### src/rtl/lives_hud_compositor_if.sv
// Pixel-position, game-event and pixel/status output bundle for lives_hud_compositor.
`default_nettype none

interface lives_hud_compositor_if;
  logic [15:0] i_x;
  logic [15:0] i_y;
  logic        i_v_sync;
  logic        i_barrier_hit;
  logic        i_extra_life;
  logic        i_restart;
  logic [7:0]  o_red;
  logic [7:0]  o_green;
  logic [7:0]  o_blue;
  logic        o_sprite_hit;
  logic [3:0]  o_lives;
  logic        o_invuln;
  logic        o_out_of_lives;

  modport master (
    output i_x, i_y, i_v_sync, i_barrier_hit, i_extra_life, i_restart,
    input  o_red, o_green, o_blue, o_sprite_hit, o_lives, o_invuln, o_out_of_lives
  );

  modport slave (
    input  i_x, i_y, i_v_sync, i_barrier_hit, i_extra_life, i_restart,
    output o_red, o_green, o_blue, o_sprite_hit, o_lives, o_invuln, o_out_of_lives
  );
endinterface

`default_nettype wire

### src/rtl/lives_hud_compositor.sv
// lives_hud_compositor: lives counter, hit invulnerability and "LIVES"/heart HUD overlay.
// Optional macro LIVES_HUD_EMPTY_SLOT_EN draws lost heart slots in grey.
`default_nettype none

module lives_hud_compositor #(
  parameter int MAX_LIVES     = 5,
  parameter int START_LIVES   = 3,
  parameter int POS_X         = 80,
  parameter int POS_Y         = 20,
  parameter int SCALE_LOG2    = 3,
  parameter int INVULN_FRAMES = 60,
  parameter int BLINK_LOG2    = 3
) (
  input  logic                   i_clk,
  input  logic                   i_rst_n,
  lives_hud_compositor_if.slave  hud
);

  localparam int unsigned REGION_W = (6 * MAX_LIVES > 20) ? 6 * MAX_LIVES : 20;
  localparam int unsigned REGION_H = 12;
  localparam logic [3:0]  START_Q  = 4'(START_LIVES);
  localparam logic [3:0]  MAX_Q    = 4'(MAX_LIVES);
  localparam logic [7:0]  INVULN_LD = 8'(INVULN_FRAMES);

  function automatic logic [19:0] font_row(input logic [2:0] r);
    case (r)
      3'd0:    font_row = 20'b1000_1110_1010_1110_1110;
      3'd1:    font_row = 20'b1000_0100_1010_1000_1000;
      3'd2:    font_row = 20'b1000_0100_1010_1100_1110;
      3'd3:    font_row = 20'b1000_0100_1010_1000_0010;
      3'd4:    font_row = 20'b1110_1110_0100_1110_1110;
      default: font_row = 20'b0;
    endcase
  endfunction

  function automatic logic [4:0] heart_row(input logic [2:0] r);
    case (r)
      3'd0, 3'd4: heart_row = 5'b00100;
      3'd1, 3'd3: heart_row = 5'b01110;
      3'd2:       heart_row = 5'b11111;
      default:    heart_row = 5'b00000;
    endcase
  endfunction

  logic       vs_q, hit_q, xl_q, ool_q, ool_d, spr_q;
  logic [3:0] lives_q, lives_d;
  logic [7:0] invuln_q, invuln_d, frame_q, frame_d;
  logic [7:0] red_q, green_q, blue_q;

  logic w_vs_rise, w_hit_rise, w_xl_rise, w_accept, w_grant;
  assign w_vs_rise  = hud.i_v_sync & ~vs_q;
  assign w_hit_rise = hud.i_barrier_hit & ~hit_q;
  assign w_xl_rise  = hud.i_extra_life & ~xl_q;
  assign w_accept   = w_hit_rise && (lives_q != 4'd0) && (invuln_q == 8'd0) && !ool_q;
  assign w_grant    = w_xl_rise && !ool_q;

  always_comb begin
    lives_d  = lives_q;
    invuln_d = invuln_q;
    frame_d  = frame_q;
    ool_d    = ool_q | (lives_q == 4'd0);
    // A simultaneous hit and extra life cancel in the count but still arm invulnerability.
    if (w_accept && !w_grant)
      lives_d = lives_q - 4'd1;
    else if (w_grant && !w_accept && (lives_q < MAX_Q))
      lives_d = lives_q + 4'd1;
    if (w_accept)
      invuln_d = INVULN_LD;
    else if (w_vs_rise && (invuln_q != 8'd0))
      invuln_d = invuln_q - 8'd1;
    if (w_vs_rise)
      frame_d = frame_q + 8'd1;
  end

  logic [16:0] w_dx, w_dy;
  logic [15:0] w_cx, w_cy;
  logic        w_in_region, w_slot_hit;
  logic [3:0]  w_slot;
  logic [2:0]  w_col;
  logic [4:0]  w_hrow;
  logic [19:0] w_frow;
  logic [1:0]  w_pal;

  assign w_dx = {1'b0, hud.i_x} - 17'(POS_X);
  assign w_dy = {1'b0, hud.i_y} - 17'(POS_Y);
  assign w_cx = w_dx[15:0] >> SCALE_LOG2;
  assign w_cy = w_dy[15:0] >> SCALE_LOG2;
  assign w_in_region = !w_dx[16] && !w_dy[16] &&
                       (32'(w_cx) < REGION_W) && (32'(w_cy) < REGION_H);

  always_comb begin
    w_slot_hit = 1'b0;
    w_slot     = 4'd0;
    w_col      = 3'd0;
    for (int k = 0; k < MAX_LIVES; k++) begin
      if ((w_cx >= 16'(6 * k)) && (w_cx < 16'(6 * k + 5))) begin
        w_slot_hit = 1'b1;
        w_slot     = 4'(k);
        w_col      = 3'(w_cx - 16'(6 * k));
      end
    end
  end

  always_comb begin
    w_pal  = 2'd0;
    w_frow = font_row(w_cy[2:0]);
    w_hrow = heart_row(3'(w_cy - 16'd7));
    if (w_in_region && (w_cy < 16'd5) && (w_cx < 16'd20)) begin
      w_pal = w_frow[5'd19 - w_cx[4:0]] ? 2'd1 : 2'd0;
    end else if (w_in_region && (w_cy >= 16'd7) && w_slot_hit && w_hrow[3'd4 - w_col]) begin
      if (w_slot < lives_q)
        w_pal = 2'd2;
      else if ((w_slot == lives_q) && (invuln_q != 8'd0) && frame_q[BLINK_LOG2])
        w_pal = 2'd3;
      else
`ifdef LIVES_HUD_EMPTY_SLOT_EN
        w_pal = 2'd1;
`else
        w_pal = 2'd0;
`endif
    end
  end

  always_ff @(posedge i_clk or negedge i_rst_n) begin
    if (!i_rst_n) begin
      {vs_q, hit_q, xl_q, ool_q, spr_q} <= 5'b0;
      lives_q  <= START_Q;
      invuln_q <= 8'd0;
      frame_q  <= 8'd0;
      {red_q, green_q, blue_q} <= 24'h0;
    end else if (hud.i_restart) begin
      {vs_q, hit_q, xl_q, ool_q, spr_q} <= 5'b0;
      lives_q  <= START_Q;
      invuln_q <= 8'd0;
      frame_q  <= 8'd0;
      {red_q, green_q, blue_q} <= 24'h0;
    end else begin
      vs_q     <= hud.i_v_sync;
      hit_q    <= hud.i_barrier_hit;
      xl_q     <= hud.i_extra_life;
      ool_q    <= ool_d;
      lives_q  <= lives_d;
      invuln_q <= invuln_d;
      frame_q  <= frame_d;
      spr_q    <= (w_pal != 2'd0);
      case (w_pal)
        2'd1:    {red_q, green_q, blue_q} <= 24'h202020;
        2'd2:    {red_q, green_q, blue_q} <= 24'hFF0000;
        2'd3:    {red_q, green_q, blue_q} <= 24'hFFFF00;
        default: {red_q, green_q, blue_q} <= 24'h000000;
      endcase
    end
  end

  // The count reads 0 while held in reset and START_LIVES as soon as reset releases.
  assign hud.o_lives        = i_rst_n ? lives_q : 4'd0;
  assign hud.o_invuln       = (invuln_q != 8'd0);
  assign hud.o_out_of_lives = ool_q;
  assign hud.o_red          = red_q;
  assign hud.o_green        = green_q;
  assign hud.o_blue         = blue_q;
  assign hud.o_sprite_hit   = spr_q;

endmodule

`default_nettype wire

### src/flat_wrapper.sv
// flat-port wrapper written by rule: the top's interface ports become plain ports
module lives_hud_compositor_flat 
#(
  parameter int MAX_LIVES     = 5,
  parameter int START_LIVES   = 3,
  parameter int POS_X         = 80,
  parameter int POS_Y         = 20,
  parameter int SCALE_LOG2    = 3,
  parameter int INVULN_FRAMES = 60,
  parameter int BLINK_LOG2    = 3
)
  (i_clk, i_rst_n, hud_i_x, hud_i_y, hud_i_v_sync, hud_i_barrier_hit, hud_i_extra_life, hud_i_restart, hud_o_red, hud_o_green, hud_o_blue, hud_o_sprite_hit, hud_o_lives, hud_o_invuln, hud_o_out_of_lives);
  lives_hud_compositor_if hud_i ();
  input  logic i_clk;
  input  logic i_rst_n;
  input wire logic [$bits(hud_i.i_x)-1:0] hud_i_x;
  input wire logic [$bits(hud_i.i_y)-1:0] hud_i_y;
  input wire logic [$bits(hud_i.i_v_sync)-1:0] hud_i_v_sync;
  input wire logic [$bits(hud_i.i_barrier_hit)-1:0] hud_i_barrier_hit;
  input wire logic [$bits(hud_i.i_extra_life)-1:0] hud_i_extra_life;
  input wire logic [$bits(hud_i.i_restart)-1:0] hud_i_restart;
  output wire logic [$bits(hud_i.o_red)-1:0] hud_o_red;
  output wire logic [$bits(hud_i.o_green)-1:0] hud_o_green;
  output wire logic [$bits(hud_i.o_blue)-1:0] hud_o_blue;
  output wire logic [$bits(hud_i.o_sprite_hit)-1:0] hud_o_sprite_hit;
  output wire logic [$bits(hud_i.o_lives)-1:0] hud_o_lives;
  output wire logic [$bits(hud_i.o_invuln)-1:0] hud_o_invuln;
  output wire logic [$bits(hud_i.o_out_of_lives)-1:0] hud_o_out_of_lives;
  assign hud_i.i_x = hud_i_x;
  assign hud_i.i_y = hud_i_y;
  assign hud_i.i_v_sync = hud_i_v_sync;
  assign hud_i.i_barrier_hit = hud_i_barrier_hit;
  assign hud_i.i_extra_life = hud_i_extra_life;
  assign hud_i.i_restart = hud_i_restart;
  assign hud_o_red = hud_i.o_red;
  assign hud_o_green = hud_i.o_green;
  assign hud_o_blue = hud_i.o_blue;
  assign hud_o_sprite_hit = hud_i.o_sprite_hit;
  assign hud_o_lives = hud_i.o_lives;
  assign hud_o_invuln = hud_i.o_invuln;
  assign hud_o_out_of_lives = hud_i.o_out_of_lives;
  lives_hud_compositor #(.MAX_LIVES(MAX_LIVES), .START_LIVES(START_LIVES), .POS_X(POS_X), .POS_Y(POS_Y), .SCALE_LOG2(SCALE_LOG2), .INVULN_FRAMES(INVULN_FRAMES), .BLINK_LOG2(BLINK_LOG2)) u_core (.i_clk(i_clk), .i_rst_n(i_rst_n), .hud(hud_i));
endmodule
### config.mk
export PLATFORM = sky130hd
export DESIGN_NAME = lives_hud_compositor_flat
export DESIGN_NICKNAME = d
export VERILOG_FILES = /design/src/rtl/lives_hud_compositor_if.sv /design/src/rtl/lives_hud_compositor.sv /design/src/flat_wrapper.sv
export SDC_FILE = /design/constraint.sdc
export NUM_CORES = 1
export LEC_CHECK = 0
export ABC_AREA = 0
export ABC_CLOCK_PERIOD_IN_PS = 3000
export CORE_MARGIN = 4
export CORE_UTILIZATION = 28
export CTS_CLUSTER_DIAMETER = 80
export DETAILED_ROUTE_END_ITERATION = 16
export PLACE_DENSITY_LB_ADDON = 0.05
export SLEW_MARGIN = 15
export SYNTH_ARGS = -nofsm -noshare
export SYNTH_HDL_FRONTEND = slang
export SYNTH_SLANG_ARGS = --single-unit
### constraint.sdc
create_clock -name i_clk -period 3 [get_ports i_clk]
set_input_delay 0.75 -clock i_clk [delete_from_list [all_inputs] [get_ports i_clk]]
set_output_delay 0.75 -clock i_clk [all_outputs]
set_load 0.01 [all_outputs]
==> metrics.txt <==
area grow syn2layout 52.6%; Clk pwr share 0.119; clock latency on the worst-skew pair between 0.2 and 0.3 ns; met2 wire len between 3 and 4 mm; count leader, synth nor2_1; xor and xnor area share after synthesis 0.0660; mux contribution to synthesized area 0.0259; reg-to-reg critical path startpoint u_core.invuln_q[5]; Max Root-Sink Buffers 2; status finished, violations left; dpl ws -1.02 ns; Reg2Reg Capture Point u_core.lives_q[3]; crit path DAT between 3 and 4 ns; M1 WL 3.78 mm; unrepaired setup endpoints after global routing yes; Maximum Capacitance Violations 0; # DRC 0; WS Path Type primary input to flip-flop; Nets 518; total net switching power 0.000658 W; Post-synth EDFFs 0; largest net degree at the start of global routing 19; met3 wire len 470 um; Core Region between 9000 and 10000 um2; Final Max Tran Viols 0; clock sink total 25; largest family of logic cells by synthesized area simple AND/OR/NAND/NOR gates; CP startpoint kind primary input; area occupied by multi-input gates around 2000 um2; WL/cell 12.9 um; CTS tree built; post-synth top area cell dfrtp_1; Sw Share 0.392; Final WS setup -0.118 ns; CTS Buf Count 3; clk_skew 0.00287 ns; highest routed metal layer met4; antenna cells 0; Synth area leaders dfrtp_1 21%, ha_1 7.7%, buf_4 5.5%, nor2_1 4.2%, a21oi_1 3.8%; Hold Path End u_core.frame_q[3]; die width 107 um; vias in the first global route around 2.7k; final instance area between 4000 and 5000 um2; initial antenna violation count 0; DP HPWL 6.11 mm; final setup fails 4; WHS Path Cells 2; Worst VDD drop around 0.00027 V; Pwr per Cell Area 400 nW/um2; Leakage Power 1.78 nW; H-tree levels 1; r2r setup slk around 0.42 ns; clock-pin transition on the worst setup and hold timing paths around 0.08 ns; adder-cell area share of the yosys netlist 0.0847; Hold Startpoint u_core.frame_q[3]; Final Cycle Share 1.04; worst min path class flip-flop to flip-flop; Die Height between 100 and 150 um; Compound-Gate Fraction of Synth Area 0.213; Internal roughly 0.0010 W; Top FF cell, synth dfrtp_1; Critical Path RT between 3 and 4 ns; Reg power frac 0.295; Netlist cell types 74; post-route ant nets 0; Synth Cell Area ~2700 um2; Crit. End Element flip-flop; DP Area 3930 um2; total power 0.00168 W; simple-gate portion of the synthesized area 0.277; register area roughly 630 um2; total gr overflow 0; vias per inst approximately 4.7; Final Hold Viols 0; Mean Syn Cell Area approximately 8.1 um2; crit-path max FO 18; setup TNS -0.439 ns; Total GRT Usage 0.127; # IOs 69; share of cells above drive strength 1 0.310; first-pass GRT wire length roughly 12 mm; die area 11500 um2; async set-or-reset flop fraction in the synthesized netlist 1.00; fin crit period ~3.1 ns; Yosys reg bits 25; f_max 0.321 GHz; routability cong. roughly 0.76; top cell type's share of synthesized area 0.209; Port Buffers 56; R2R cell count 11; FILL cells just under 1k; first-pass iteration count of the detailed router 4; Clock Root Buffer clkbuf_8; most instantiated cells after synthesis 31 x nor2_1, 23 x dfrtp_1, 21 x a21oi_1, 21 x nand2_1, 21 x o21ai_0; failing checks negative setup slack; Comb power frac 0.586; initial core utilization 0.292; Vias 2786; Ys Warns 0; sequential area share after synthesis 0.228; total detailed-routing wirelength ~7.6 mm; 1st-iter DRT viols slightly below 100; row count 35; Post-Syn Instances approximately 340
[layer usage]
layer | vias to the layer above | global-route usage
met4 | 0 | 0.00822
li1 | 1453 | -
met1 | 1260 | 0.179
met2 | 67 | 0.211
met3 | 6 | 0.0253
met5 | - | 0
[final cells by class]
cell class                 instances  area share
sequential                        25       0.150
clock buffer                       4      0.0107
tap                              129      0.0385
inverter                          21      0.0230
multi-input combinational        270       0.489
timing repair buffer             141       0.290
[what timing repair did]
item | CTS | global route
pin swaps | 14 | 12
hold buffers | 0 | 0
buffers inserted | 6 | 2
endpoints found under the setup margin | 5 | 5
gates resized for setup | 31 | 25
[placed cells by master, fill, tap and decap left out, drive strengths merged, types with 4 or more instances in the layout]
cell,count
nand2b,5
dfrtp,23
xor2,6
a211oi,5
and2,5
nand3,10
ha,17
inv,21
nor2b,10
conb,7
nor3,16
mux2i,6
nand4,4
nor2,31
clkbuf,4
buf,87
xnor2,13
clkdlybuf4s50,51
o21ai,24
nor4,6
a21oi,22
nand3b,5
nand2,21
[sequential cells by signal, indices dropped and copies added (netlist names), 2 cells and up]
register,flops
u_core.invuln_q,8
u_core.lives_q,4
u_core.hud.o_red,2
u_core.hud.o_green,2
u_core.frame_q,4
[stage by stage]
stage	hold WS (ns)	std cells	utilization
final	0.549	590	0.446
after detailed placement	0.534	578	0.418
after global placement	0.532	578	0.418
after global routing	0.580	590	0.446
after CTS	0.557	588	0.433
after floorplan	0.454	347	-
[critical path, cell delays in order]
cell,delay (ns)
buf_8,0.09
buf_6,0.18
ha_2,0.21
nor2b_2,0.25
a311oi_4,0.13
a221oi_2,0.32
nor2_1,0.07
o21a_1,0.21
a21oi_2,0.11
nand2b_4,0.14
ha_4,0.20
mux2_4,0.26
a22oi_2,0.26
o21bai_1,0.09
[worst max-delay path by stage]
stage	from	endpoint	slack, ns	cells after the start
CTS	hud_i_x[5]	u_core.hud.o_green[5]	-0.16	16
detailed placement	hud_i_x[4]	u_core.hud.o_red[5]	-1.02	16
global placement	hud_i_x[4]	u_core.hud.o_green[5]	-0.98	16
finish	hud_i_x[4]	u_core.hud.o_green[5]	-0.12	14
floorplan	hud_i_x[4]	u_core.hud.o_red[5]	-0.38	16
global route	hud_i_x[4]	u_core.hud.o_green[5]	-0.30	14
[power by group through the flow]
stage	registers (W)	logic (W)	clock network (W)
3_5_place_dp	0.000500	0.000936	0
2_1_floorplan	0.000475	0.000567	0
6_report	0.000495	0.000982	0.000200
5_1_grt	0.000510	0.00110	0.000222
3_3_place_gp	0.000500	0.000932	0
4_1_cts	0.000493	0.000957	0.000209
[logic make-up (layout without fill, tap and decap cells)]
family / count (synthesis) / count (layout)
xor gates and xnor gates: 19 / 19
and+or+nand+nor: 135 / 135
DFF: 25 / 25
adders and majority gates: 18 / 18
AOI/OAI and AO/OA: 84 / 84
muxes: 7 / 7
other: 1 / 7
buffers and inverters: 52 / 166
No activity file was read; power rests on OpenSTA's default activity.
